File: config.mk
export PLATFORM = sky130hd
export DESIGN_NAME = command_accumulator
export DESIGN_NICKNAME = d
export VERILOG_FILES = /design/src/rtl/command_accumulator_pkg.sv /design/src/rtl/command_accumulator_cmd_edge_detect.sv /design/src/rtl/command_accumulator.sv
export SDC_FILE = /design/constraint.sdc
export NUM_CORES = 1
export LEC_CHECK = 0
export CAP_MARGIN = 5
export CORE_MARGIN = 2
export CORE_UTILIZATION = 35
export DETAILED_ROUTE_END_ITERATION = 12
export GPL_TIMING_DRIVEN = 0
export PLACE_DENSITY = 0.59
export SYNTH_ARGS = -nofsm -noshare
export SYNTH_HDL_FRONTEND = slang
export SYNTH_SLANG_ARGS = --single-unit
File: constraint.sdc
create_clock -name clk -period 3.19 [get_ports clk]
set_input_delay 0.638 -clock clk [delete_from_list [all_inputs] [get_ports clk]]
set_output_delay 0.638 -clock clk [all_outputs]
set_load 0.02 [all_outputs]
File: src/rtl/command_accumulator_pkg.sv
`default_nettype none
// ============================================================================
// Module : command_accumulator_pkg
// Brief  : Shared state encoding, command indices and default widths for the
//          command accumulator.
// Rev    : 1.0  initial release
// ============================================================================
package command_accumulator_pkg;

    typedef enum logic [1:0] {
        IDLE  = 2'd0,
        ACCUM = 2'd1,
        TOTAL = 2'd2,
        ERROR = 2'd3
    } state_t;

    // Bit positions of each strobe in the packed command vector
    localparam int c_CMD_ENTER  = 0;
    localparam int c_CMD_NUMBER = 1;
    localparam int c_CMD_TOTAL  = 2;
    localparam int c_CMD_CLEAR  = 3;
    localparam int c_NUM_CMDS   = 4;

    localparam int c_DEFAULT_DATA_W    = 8;
    localparam int c_DEFAULT_ACC_W     = 16;
    localparam int c_DEFAULT_MAX_ITEMS = 15;

endpackage
`default_nettype wire

File: src/rtl/command_accumulator_cmd_edge_detect.sv
`default_nettype none
// ============================================================================
// Module : cmd_edge_detect
// Brief  : Rising-edge detector for the four command strobes, with a flag
//          for more than one edge in the same cycle.
// Rev    : 1.0  initial release
// ============================================================================
module cmd_edge_detect
    import command_accumulator_pkg::*;
(
    input  logic                  clk,
    input  logic                  rst,
    input  logic [c_NUM_CMDS-1:0] i_cmdLevel,
    output logic [c_NUM_CMDS-1:0] o_cmdEdge,
    output logic                  o_multiEdge
);

    logic [c_NUM_CMDS-1:0] r_prev;
    logic                  r_armed;

    // The first clock after reset only captures the levels, so a strobe held
    // through reset must drop and rise again before it acts.
    always_ff @(posedge clk or posedge rst) begin
        if (rst) begin
            r_prev  <= '0;
            r_armed <= 1'b0;
        end else begin
            r_prev  <= i_cmdLevel;
            r_armed <= 1'b1;
        end
    end

    assign o_cmdEdge   = r_armed ? (i_cmdLevel & ~r_prev) : '0;
    assign o_multiEdge = ($countones(o_cmdEdge) > 1);

endmodule
`default_nettype wire

File: src/rtl/command_accumulator.sv
`default_nettype none
// ============================================================================
// Module : command_accumulator
// Brief  : Turns decoded front-panel command strobes into a saturating
//          running sum with item count, total mode and sticky flags.
// Rev    : 1.0  initial release
// ============================================================================
module command_accumulator
    import command_accumulator_pkg::*;
#(
    parameter int DATA_W    = c_DEFAULT_DATA_W,
    parameter int ACC_W     = c_DEFAULT_ACC_W,
    parameter int MAX_ITEMS = c_DEFAULT_MAX_ITEMS
) (
    input  logic              clk,
    input  logic              rst,
    input  logic              enter_cmd,
    input  logic              number_cmd,
    input  logic              total_cmd,
    input  logic              clear_cmd,
    input  logic              cmd_err,
    input  logic [DATA_W-1:0] number_in,
    output logic [ACC_W-1:0]  acc_out,
    output logic [3:0]        item_count,
    output logic              pending_valid,
    output logic              total_valid,
    output logic              overflow,
    output logic              err_flag,
    output logic [1:0]        state_out
);

    logic [c_NUM_CMDS-1:0] w_cmdLevel;
    logic [c_NUM_CMDS-1:0] w_edge;
    logic                  w_multiEdge;
    logic [ACC_W:0]        w_sum;

    state_t                r_state;
    logic [ACC_W-1:0]      r_acc;
    logic [3:0]            r_itemCount;
    logic [DATA_W-1:0]     r_pending;
    logic                  r_pendingValid;
    logic                  r_totalValid;
    logic                  r_overflow;
    logic                  r_errFlag;

    always_comb begin
        w_cmdLevel               = '0;
        w_cmdLevel[c_CMD_ENTER]  = enter_cmd;
        w_cmdLevel[c_CMD_NUMBER] = number_cmd;
        w_cmdLevel[c_CMD_TOTAL]  = total_cmd;
        w_cmdLevel[c_CMD_CLEAR]  = clear_cmd;
    end

    cmd_edge_detect u_edgeDetect (
        .clk         (clk),
        .rst         (rst),
        .i_cmdLevel  (w_cmdLevel),
        .o_cmdEdge   (w_edge),
        .o_multiEdge (w_multiEdge)
    );

    // One extra bit catches the carry used for saturation
    assign w_sum = (ACC_W+1)'(r_acc) + (ACC_W+1)'(r_pending);

    always_ff @(posedge clk or posedge rst) begin
        if (rst) begin
            r_state        <= IDLE;
            r_acc          <= '0;
            r_itemCount    <= '0;
            r_pending      <= '0;
            r_pendingValid <= 1'b0;
            r_totalValid   <= 1'b0;
            r_overflow     <= 1'b0;
            r_errFlag      <= 1'b0;
        end else if (cmd_err || w_multiEdge) begin
            r_state      <= ERROR;
            r_errFlag    <= 1'b1;
            r_totalValid <= 1'b0;
        end else if (w_edge[c_CMD_CLEAR]) begin
            r_state        <= IDLE;
            r_acc          <= '0;
            r_itemCount    <= '0;
            r_pendingValid <= 1'b0;
            r_totalValid   <= 1'b0;
            r_overflow     <= 1'b0;
            r_errFlag      <= 1'b0;
        end else begin
            case (r_state)
                IDLE, ACCUM: begin
                    if (w_edge[c_CMD_NUMBER]) begin
                        r_pending      <= number_in;
                        r_pendingValid <= 1'b1;
                    end else if (w_edge[c_CMD_ENTER] && r_pendingValid) begin
                        if (r_itemCount == 4'(MAX_ITEMS)) begin
                            r_state   <= ERROR;
                            r_errFlag <= 1'b1;
                        end else begin
                            r_itemCount    <= r_itemCount + 4'd1;
                            r_pendingValid <= 1'b0;
                            if (w_sum[ACC_W]) begin
                                r_acc      <= '1;
                                r_overflow <= 1'b1;
                                r_errFlag  <= 1'b1;
                                r_state    <= ERROR;
                            end else begin
                                r_acc   <= w_sum[ACC_W-1:0];
                                r_state <= ACCUM;
                            end
                        end
                    end else if (w_edge[c_CMD_TOTAL]) begin
                        r_totalValid   <= 1'b1;
                        r_pendingValid <= 1'b0;
                        r_state        <= TOTAL;
                    end
                end
                TOTAL: begin
                    if (w_edge[c_CMD_NUMBER] || w_edge[c_CMD_ENTER]) begin
                        r_errFlag    <= 1'b1;
                        r_totalValid <= 1'b0;
                        r_state      <= ERROR;
                    end
                end
                default: ;
            endcase
        end
    end

    assign acc_out       = r_acc;
    assign item_count    = r_itemCount;
    assign pending_valid = r_pendingValid;
    assign total_valid   = r_totalValid;
    assign overflow      = r_overflow;
    assign err_flag      = r_errFlag;
    assign state_out     = r_state;

endmodule
`default_nettype wire
==> results of run 1 <==
==> layer usage <==
| layer | global-route usage, % | part of all wire [%] | vias to the layer above |
|---|---|---|---|
| met1 | 22.1 | 49 | 919 |
| met2 | 24.6 | 45 | 47 |
| met4 | 4.76 | 1.1 | 0 |
| met3 | 3.40 | 4.2 | 6 |
| met5 | 0 | 0 | - |
| li1 | - | - | 943 |
==> critical path: stages <==
cell,delay (ps)
dlygate4sd2_1,210
nand2_1,50
or2_4,230
inv_2,80
ha_4,190
and2_4,130
fa_2,440
nor3_4,280
buf_6,150
nand4_4,140
or3_1,340
mux2i_1,130
a221o_1,120
==> cells by family (layout without fill, tap and decap cells) <==
logic type / count (synthesis) / after routing / share of synthesized area [%]
AND/OR/NAND/NOR: 84 / 84 / 20.1
AO/OA/AOI/OAI: 57 / 57 / 17.0
flip-flops: 39 / 39 / 42.3
adder cells (fa/ha/maj): 15 / 15 / 8.80
buffers and inverters: 14 / 70 / 3.58
multiplexers: 11 / 11 / 5.27
XOR/XNOR: 7 / 7 / 2.66
other: 1 / 1 / 0.163
==> worst min-delay path by stage <==
stage | end | slack [ps] | cells after the start
2_1_floorplan | r_pending[0] | 480 | 1
5_1_grt | u_edgeDetect.r_prev[3] | 490 | 1
6_report | u_edgeDetect.r_prev[3] | 490 | 1
3_3_place_gp | acc_out[4] | 480 | 2
4_1_cts | acc_out[4] | 520 | 2
3_5_place_dp | acc_out[4] | 500 | 2
==> where the power goes <==
part | leakage (nW) | internal [mW] | switching (mW)
Sequential | 0.510 | 0.518 | 0.0173
Combinational | 0.904 | 0.0841 | 0.0879
Clock | 0.0371 | 0.146 | 0.167
Total | 1.45 | 0.748 | 0.272
==> through the flow <==
stage	cells	hold WS, ps	instance area (um^2)	power, mW	setup TNS [ps]
floorplan	228	485	2300	0.644	0
global placement	345	484	2800	0.701	-19270
detailed placement	345	502	2800	0.704	-19520
CTS	361	517	3010	1.03	0
global route	361	487	3050	1.08	0
finish	361	494	3050	1.02	0
==> flip-flops by register name, summed over array words and instances (netlist names) <==
| name | count |
|---|---|
| u_edgeDetect.r_armed | 1 |
| acc_out | 16 |
| u_edgeDetect.r_prev | 4 |
| r_pending | 8 |
| pending_valid | 1 |
| total_valid | 1 |
| item_count | 4 |
| state_out | 2 |
| overflow | 1 |
| err_flag | 1 |
==> layout make-up <==
type / count / area [um^2] / area share [%]
inverter: 5 / 18.8 / 0.615
timing repair buffer: 50 / 502 / 16.4
clock buffer: 6 / 72.6 / 2.38
multi-input combinational: 175 / 1310 / 42.9
sequential: 39 / 976 / 32.0
buffer: 9 / 77.6 / 2.54
tap: 77 / 96.3 / 3.16
==> cell usage after synthesis (4+ instances only) <==
cell type | instances | area, um^2
nand2_1 | 28 | 105
nor2_1 | 13 | 48.8
xor2_1 | 6 | 52.6
ha_1 | 13 | 163
o31ai_1 | 4 | 30.0
a21oi_1 | 17 | 85.1
and3_1 | 4 | 25.0
o21ai_0 | 13 | 65.1
mux2_2 | 9 | 101
nor3_1 | 4 | 20.0
dfrtp_1 | 39 | 976
nand3_1 | 6 | 30.0
a31oi_1 | 4 | 25.0
==> repair_timing <==
action,in CTS,in global routing
endpoints found under the hold margin,0,0
gates resized for setup,17,11
cloned,0,0
pin swaps,7,6
endpoints found under the setup margin,29,26
setup buffers,10,0
==> out/results.txt, run 1 <==
The run finished with clean final reports. The tools report the remaining global-route overflow as 0. The kind of launch point of the worst setup path was an input pin. Across all setup checks in the final design, the least slack found is 301 ps. The total wirelength of the detailed-routed design was 5370 um; the overall via count from detail_route was 1915. In this run the most critical hold path is launched from clear_cmd. VDD sags by at most 0.168 mV. The cell count after synthesis came out at 228. The final setup violation count is 0, and the fmax is 346 MHz.

The endpoint identified for the worst register-to-register timing path is acc_out[6]. Of all flip-flops after synthesis, the portion carrying an async set or reset was 100%. The logs give 0.854 for the final RePlAce weighted congestion and 0 for the final max-slew violation count. The synthesized design contains 0 enable-type register cells. The tools report the number of hold buffers added after CTS as 0. The die is 85.1 um wide. For flop-to-flop paths, the worst setup slack is 380 ps. The fraction of layout instances using a drive strength above 1 came out at 21.8%. Dividing total power by cell area gives a power density of 335 nW/um^2. The area growth from synthesis to layout is 32.4%. For the CTS sink count, the log shows 39. The most used flip-flop cell after synthesis was dfrtp_1. For the violation count after the first detailed-route iteration, the log shows 53. For the worst flop-to-flop path, the logic depth is 11. The flip-flop and latch count after synthesis works out to 39. The category of the most critical setup path was input pin to flip-flop. Mean cell area of the mapped netlist: 10.1 um^2. Once detail routing completed, the nets flagged for antenna violations numbered 0. In the finished design, the share of the clock period the worst path needs comes to 90.6%. The worst max-slew margin expressed relative to the limit was 45.2%; the register clock-pin slew on the reported worst setup and hold paths was 80 ps. The area of the die is 7250 um^2.

After detailed routing, the average wire length per cell comes to 14.9 um. Using the TritonRoute via totals, the vias-per-cell ratio works out to 5.30. The TritonCTS buffer count came out at 5.

The first detailed-routing pass ran for 4 iterations. The share of the Yosys chip area taken by registers is 42.3%. The floorplan has 29 rows.

The logs give 280 ps for the clock insertion delay at the later pin of the skew report and 6350 um^2 for the core outline area. The number of global-route vias before repair was 1908; the placed wire-length estimate was 3740 um. STA classifies the critical path endpoint as a flip-flop. For the reported max-cap violation count, the log shows 0. The logs give 41 for the boundary pin count and 40 for the largest net degree at the start of global routing. The pin slew with the least headroom to its limit works out to 821 ps. In the routed design, unresolved DRC markers number 0.

The total nets after synthesis is 258, and the number of antenna violations at the first check in global routing is 0. The final core utilization is 48.0%. The count of buffers added on input and output ports is 40. The tools report the startpoint of the most critical setup path as total_cmd. TritonCTS built the clock tree. Yosys printed 0 warnings.

Leaving out fill and tap cells, the most frequent cell in the layout is dfrtp_1. In the global route stage, overall resource usage came out at 15.8%. The most critical setup path has its endpoint at acc_out[6]. Clock root buffer: clkbuf_8. In this run the worst path has a maximum fanout of 5. The clock passes through at most 2 buffers. Setup repair after global routing left no endpoint under its margin. The die is 85.1 um tall. The kind of path behind the tightest hold check is input pin to flip-flop. Yosys mapped the design onto 52 distinct sky130hd cell types. Leaving out fill and tap cells, the most frequent cells in the layout are 39 x dfrtp_1, 36 x clkdlybuf4s50_1, 26 x nand2_1, 17 x a21oi_1, 13 x o21ai_0. The first global-routing pass estimated 9220 um of wire.

After filler insertion, the fill cell instance count of the layout stands at 598. The minimum setup slack after placement came out at -813 ps. The number of antenna diodes in the final layout is 0.

Once the floorplan was initialized, standard cells occupied 36.3% of the core. In the final design database the tool counted 315 nets. The H-tree was split into 2 levels. STA puts the critical path data required time at 3420 ps.

The worst clock skew is 4.95 ps, and the time the final worst path needs with I/O delays and setup is 2890 ps. The static power due to leakage is 1.45 nW, and the summed instance area of the synthesized netlist is 2300 um^2. The data arrival time at the worst-slack endpoint came out at 3120 ps.

The final hold violation count came out at 0. The tools report the start of the worst register-to-register path as u_edgeDetect.r_armed.
No activity file was read; power rests on OpenSTA's default activity.
==> run 2: changes to the inputs <==
Settings changed: CTS_BUF_LIST set to sky130_fd_sc_hd__clkbuf_8.
==> run 2 against run 1 <==
Clock power is essentially flat. Die area is the same. Flip-flop and latch count is the same. Cell area is the same. Core utilization is the same. Largest cell class unchanged.
==> out/results.txt, run 2 (synthesis results as in run 1) <==
The most common cell after layout, fill and taps aside is dfrtp_1. The boundary pin count came out at 41. Clock tree synthesis selected as its root buffer the cell clkbuf_8. VDD sags by at most 0.168 mV. In the layout the commonest cells are 39 x dfrtp_1, 36 x clkdlybuf4s50_1, 26 x nand2_1, 17 x a21oi_1, 13 x o21ai_0. The number of input and output port buffers inserted is 40, and the sequential share of power is 52.6%. The clock reaches the later pin of the worst-skew pair after 280 ps. The number of DRC violations after detailed routing was 0. The run gives 36.3% as the initial core utilization. The number of antenna violations at the first check in global routing is 0. Entering global routing, the biggest net connects 40 pins. For this run, the total global-route usage over all layers was measured as 15.8%.

The power density normalized to cell area came out at 334 nW/um^2. In this run, placement finished with an instance count of 345. The time the final worst path needs with I/O delays and setup came out at 2890 ps. Summed over all nets, the half-perimeter wirelength after detailed placement is 3740 um. The kind of end point of the critical path was a flip-flop. Along the worst path, the maximum fanout reaches 5. After filler insertion, the fill cell instance count of the layout stands at 598. Kind of launch point of the worst setup path: an input pin.

The path class of the tightest hold or removal check is input pin to flip-flop. The chip width was 85.1 um. The tools report the worst clock skew as 5.02 ps. Setup repair after global routing left no endpoint under its margin. The run gives 745 uW as the internal power.

The run gives 1.46 nW as the static power due to leakage. Based on the critical path, the design can be clocked at up to 346 MHz. The required time at the endpoint of the critical path was 3420 ps. The critical path is of the input pin to flip-flop type.

Setup violations remaining at the end of the flow were counted as 0. The number of global-route vias before repair is 1908. Summed over all layers, the global routing overflow is 0. The run gives 0 as the number of hold buffers added after CTS. TritonCTS created 5 clock buffers.

Across the whole layout, storage elements account for 976 um^2. The area growth from synthesis to layout is 32.4%. The core outline area was 6350 um^2. For the worst setup path, the data arrival time is 3120 ps. The count of nets left with antenna violations once routing finished came out at 0. TritonCTS built the clock tree. The floorplan die height was 85.1 um. For this block, the routed nets add up to 5370 um of wire.

For the global routing met3 resource utilization, the log shows 3.40%. Of the available clock period, the critical path in the final layout requires 90.6%. The final RePlAce weighted congestion is 0.854. The CTS sink count is 39, and the detail-routed via count per cell is 5.30. The register with the most flip-flops in the layout has 16 of them. For this block, the via count after detailed routing is 1915. Global routing consumed, on the met1 layer, 22.1% of the routing resources. The final net count is 315, and the combinational fraction of design power is 16.9%. The register clock-pin slew on the reported worst setup and hold paths was 80 ps; the number of buffers on the longest clock path was 2. The first-pass iteration count of the detailed router came out at 4.

The first global-routing pass estimated 9220 um of wire. For the pin with the worst max-slew slack, the measured transition is 821 ps. The most heavily used metal layer in global routing was met2. The mean routed wirelength per cell is 14.9 um.

The area of the die is 7250 um^2, and the fraction of layout instances using a drive strength above 1 is 21.8%. The finished layout holds 361 standard cells, fillers aside. In this run, the number of DRC markers left after iteration 0 of detailed routing was 51. The switching part of the total came out at 26.8%.

The design draws 1.02 mW. The run gives 24.6% as the met2 capacity usage during global routing. Headroom to the max-slew limit came out at 45.2%. The number of rows in the core area came out at 29. For this design the total switching power over the nets is 272 uW.

The tools report the proportion of power drawn by the clock network as 30.5%. The flow ran to the end, and the final reports show no timing, DRC or antenna violations. In the final layout, the multi-input gates occupy 1310 um^2. The antenna diode count is 0, and the reported max-cap violation count is 0. The final hold violation count was 0; the final max-slew violation count was 0. The number of H-tree branching levels came out at 2.
[run 2: cell types whose count changed in the layout (fill, tap and decap cells not counted), sizes merged]
cell | previous run | this run
inv | 5 | 6
clkbuf | 7 | 6
[run 2: cell type report]
cell class,instances,area share [%]
Inverter,5,0.615
Buffer,9,2.54
Sequential cell,39,32.0
Tap cell,77,3.16
Multi-Input combinational cell,175,42.9
Timing Repair Buffer,50,16.4
Clock buffer,5,2.26
Clock inverter,1,0.123
[run 2: final timing paths]
| check | start | to | slack, ps | depth (start not counted) |
|---|---|---|---|---|
| max | total_cmd | acc_out[6] | 300 | 13 |
| min | clear_cmd | u_edgeDetect.r_prev[3] | 490 | 1 |
| max reg2reg | u_edgeDetect.r_armed | acc_out[6] | 380 | 11 |
| min reg2reg | err_flag | err_flag | 520 | 2 |
| max in group asynchronous | rst | acc_out[9] | 1830 | 2 |
| min in group asynchronous | rst | r_pending[0] | 830 | 2 |
[run 2: layer usage]
layer,vias up,wire (um)
met5,-,0
met4,0,58
met3,6,226
met2,47,2440
met1,919,2640
li1,943,-
[run 2: through the flow]
step                      TNS, ps  utilization, %  setup slack (ps)  hold slack [ps]  cell area [um^2]
after floorplan                 0               -              51.9              485              2300
after global placement     -19270            44.1              -821              484              2800
after detailed placement   -19520            44.1              -813              502              2800
after CTS                       0            47.4              3.37              518              3010
after global routing            0            48.0               182              487              3050
final                           0            48.0               301              494              3050
[run 2: repair_timing]
item                                    CTS  global route
setup buffers                            10             0
gates resized for setup                  17            11
endpoints found under the setup margin   29            26
pin swaps                                 7             6
[run 2: power groups by stage]
stage	clock network (mW)	registers (mW)	logic, mW
6_report	0.310	0.536	0.172
5_1_grt	0.342	0.539	0.191
4_1_cts	0.319	0.536	0.173
3_5_place_dp	0	0.545	0.158
3_3_place_gp	0	0.545	0.156
2_1_floorplan	0	0.550	0.0939
[run 2: worst max-delay path: stages]
cell and delay (ps):
dlygate4sd2_1 210, nand2_1 50, or2_4 230, inv_2 80, ha_4 190, and2_4 130
fa_2 440, nor3_4 280, buf_6 150, nand4_4 140, or3_1 340, mux2i_1 130
a221o_1 120
==> run 3: changes to the inputs <==
Settings changed: CORE_UTILIZATION 35 to 54, PLACE_DENSITY 0.59 to 0.84.
==> run 3 against run 2 <==
Clock skew grew 2.0 ps. Largest cell class unchanged. Register-to-register slack got worse by 90 ps. Combinational power about the same. Count of clock-buffer cells in the layout rose by 1. Non-clock buffer count is 2 lower. Global-route usage is 7.1 points higher. Maximum frequency fell by 5.7%. Critical path depth shrank 1.
==> out/results.txt, run 3 (synthesis results as in run 1) <==
The flow ran to the end, and the final reports show no timing, DRC or antenna violations. Traced cell by cell, the critical path runs through dlygate4sd2_1 > and3b_2 > buf_6 > ha_1 > and2_4 > fa_2 > nor3_4 > buf_4 > nand4_4 > or3_1 > mux2i_1 > a221o_1. The proportion of power drawn by the clock network came out at 37.9%. Setup repair after global routing left no endpoint under its margin. The tools report the kind of end point of the critical path as a flip-flop. The total overflow left after global routing is 0.

Initial core utilization: 56.8%. The area of the die is 4810 um^2. The TritonCTS buffer count was 5.

For this run, the slowest stage of the critical path takes 440 ps. Across the VDD grid, the largest voltage drop is 0.270 mV. The clock root buffer is clkbuf_8. For the internal power, the log shows 853 uW. Total wirelength of the detailed-routed design: 5310 um.

The detail-routed via count per cell is 6.01. The final setup violation count was 0; the combinational fraction of design power was 15.0%. For the pin with the worst max-slew slack, the measured transition is 816 ps.

The count of nets left with antenna violations after detail routing is 0, and the final net count is 313. The violation count after the first detailed-route iteration was 186; the final RePlAce weighted congestion was 0.846. Number of antenna violations at the first check in global routing: 0.

The worst setup path is launched from an input pin. Buffers placed on the I/O ports in this run total 40. The most common cell after layout, fill and taps aside is dfrtp_1.

The clock arrives with 7.00 ps of skew. Power comes to 1.14 mW. The register clock-pin slew on the reported worst setup and hold paths came out at 80 ps.

The kind of path behind the tightest hold check is input pin to flip-flop. The critical path is of the input pin to flip-flop type. Of all nets on the critical path, the largest fanout is 6. Core outline area: 4060 um^2.

The tool flagged a number of max-cap violations equal to 0. Counting every sink on the clock net gives 39. At the worst endpoint, the arrival time is 3310 ps. The floorplan step set the die width to 69.3 um.

The final max-slew violation count was 0; the number of DRC violations after detailed routing was 0. TritonCTS built the clock tree. The worst path needs 3060 ps of the cycle, external delays included. The sequential share of power is 47.1%. The number of global-route vias before repair came out at 1984. The first global-routing pass estimated 8960 um of wire. The static power due to leakage came out at 1.45 nW. The number of rows in the core area was 23; the largest net degree at the start of global routing was 40. The placed wire-length estimate came out at 3550 um. The final hold violation count came out at 0.

0 antenna diodes ended up in the layout. The register with the most flip-flops in the layout has 16 of them. For the worst max-slew margin expressed relative to the limit, the log shows 45.5%.

After detailed routing, the average wire length per cell comes to 15.9 um. In this run the vertical extent of the chip is 69.3 um. The design area is 3010 um^2, and the clock insertion delay at the later pin of the skew report is 300 ps.

Cells fill 74.2% of the core in the end. Hold is met by 499 ps. Of the total power, the share spent switching nets is 25.1%.

The library cells used most frequently in the layout, excluding fill and tap cells, are 39 x dfrtp_1, 36 x clkdlybuf4s50_1, 27 x nand2_1, 17 x a21oi_1. The first-pass iteration count of the detailed router is 4. Of the available clock period, the critical path in the final layout requires 96.0%. The fraction of layout instances using a drive strength above 1 came out at 20.4%. The detailed router placed 2007 vias in this run. Library cell contributing the largest single delay on the critical path: fa_2. For the total routing resource utilization after global routing, the log shows 22.9%. Derived from the worst setup path, the maximum achievable clock frequency is 326 MHz. Buffers inserted to repair hold after CTS numbered 0. The area growth from synthesis to layout works out to 30.6%. Summing all placed instances gives a cell area of 2770 um^2. For this design the top-level I/O count stands at 41. The number of buffers on the longest clock path is 2, and the minimum setup slack after placement is -782 ps.

The power density normalized to cell area is 378 nW/um^2, and the required time at the endpoint of the critical path is 3430 ps. The H-tree was split into 2 levels. The final worst slack is 127 ps, and the switching power is 285 uW.
-- run 3: repair_timing --
item	CTS	global route
endpoints found under the setup margin	29	26
buffers inserted	7	1
resized for setup	18	3
pin swaps	6	3
-- run 3: per-stage QoR --
| step | cells | setup TNS, ps |
|---|---|---|
| floorplan | 228 | 0 |
| global placement | 318 | -17030 |
| detailed placement | 318 | -18630 |
| CTS | 333 | 0 |
| global route | 334 | 0 |
| finish | 334 | 0 |
-- run 3: path summary, 6_finish.rpt --
path | startpoint | end | slack [ps] | depth (start not counted)
max | clear_cmd | acc_out[6] | 130 | 12
min | enter_cmd | u_edgeDetect.r_prev[0] | 500 | 1
max reg2reg | u_edgeDetect.r_armed | acc_out[6] | 290 | 11
min reg2reg | acc_out[4] | acc_out[4] | 500 | 2
max in group asynchronous | rst | acc_out[7] | 1870 | 2
min in group asynchronous | rst | r_pending[0] | 810 | 2
-- run 3: power groups by stage --
| stage | Sequential, mW | Clock (mW) | Combinational (mW) |
|---|---|---|---|
| 2_1_floorplan | 0.550 | 0 | 0.0939 |
| 3_3_place_gp | 0.544 | 0 | 0.153 |
| 3_5_place_dp | 0.545 | 0 | 0.158 |
| 4_1_cts | 0.535 | 0.439 | 0.167 |
| 5_1_grt | 0.539 | 0.461 | 0.187 |
| 6_report | 0.536 | 0.432 | 0.171 |
-- run 3: worst max-delay path: cells and delay by family --
family                     cells  cell delay [ps]
and+or+nand+nor                5             1170
buffers and inverters          3              540
muxes                          1              130
adders and majority gates      2              720
AOI/OAI and AO/OA              1              120
-- run 3: metal layers --
| metal | vias up | track usage [%] | part of all wire [%] |
|---|---|---|---|
| met5 | - | 0 | 0 |
| met4 | 0 | 9.80 | 2.4 |
| met3 | 14 | 4.51 | 5.9 |
| met2 | 78 | 38.0 | 48 |
| met1 | 969 | 29.2 | 43 |
| li1 | 946 | - | - |
-- run 3: final cells by class --
class	count	area [um^2]
plain buffers	9	80.1
clock buffers	6	82.6
clock inverters	2	35.0
fillers	296	1050
inverters	5	18.8
multi-input cells	175	1280
flip-flops and latches	39	976
well taps	50	62.6
repair buffers	48	472
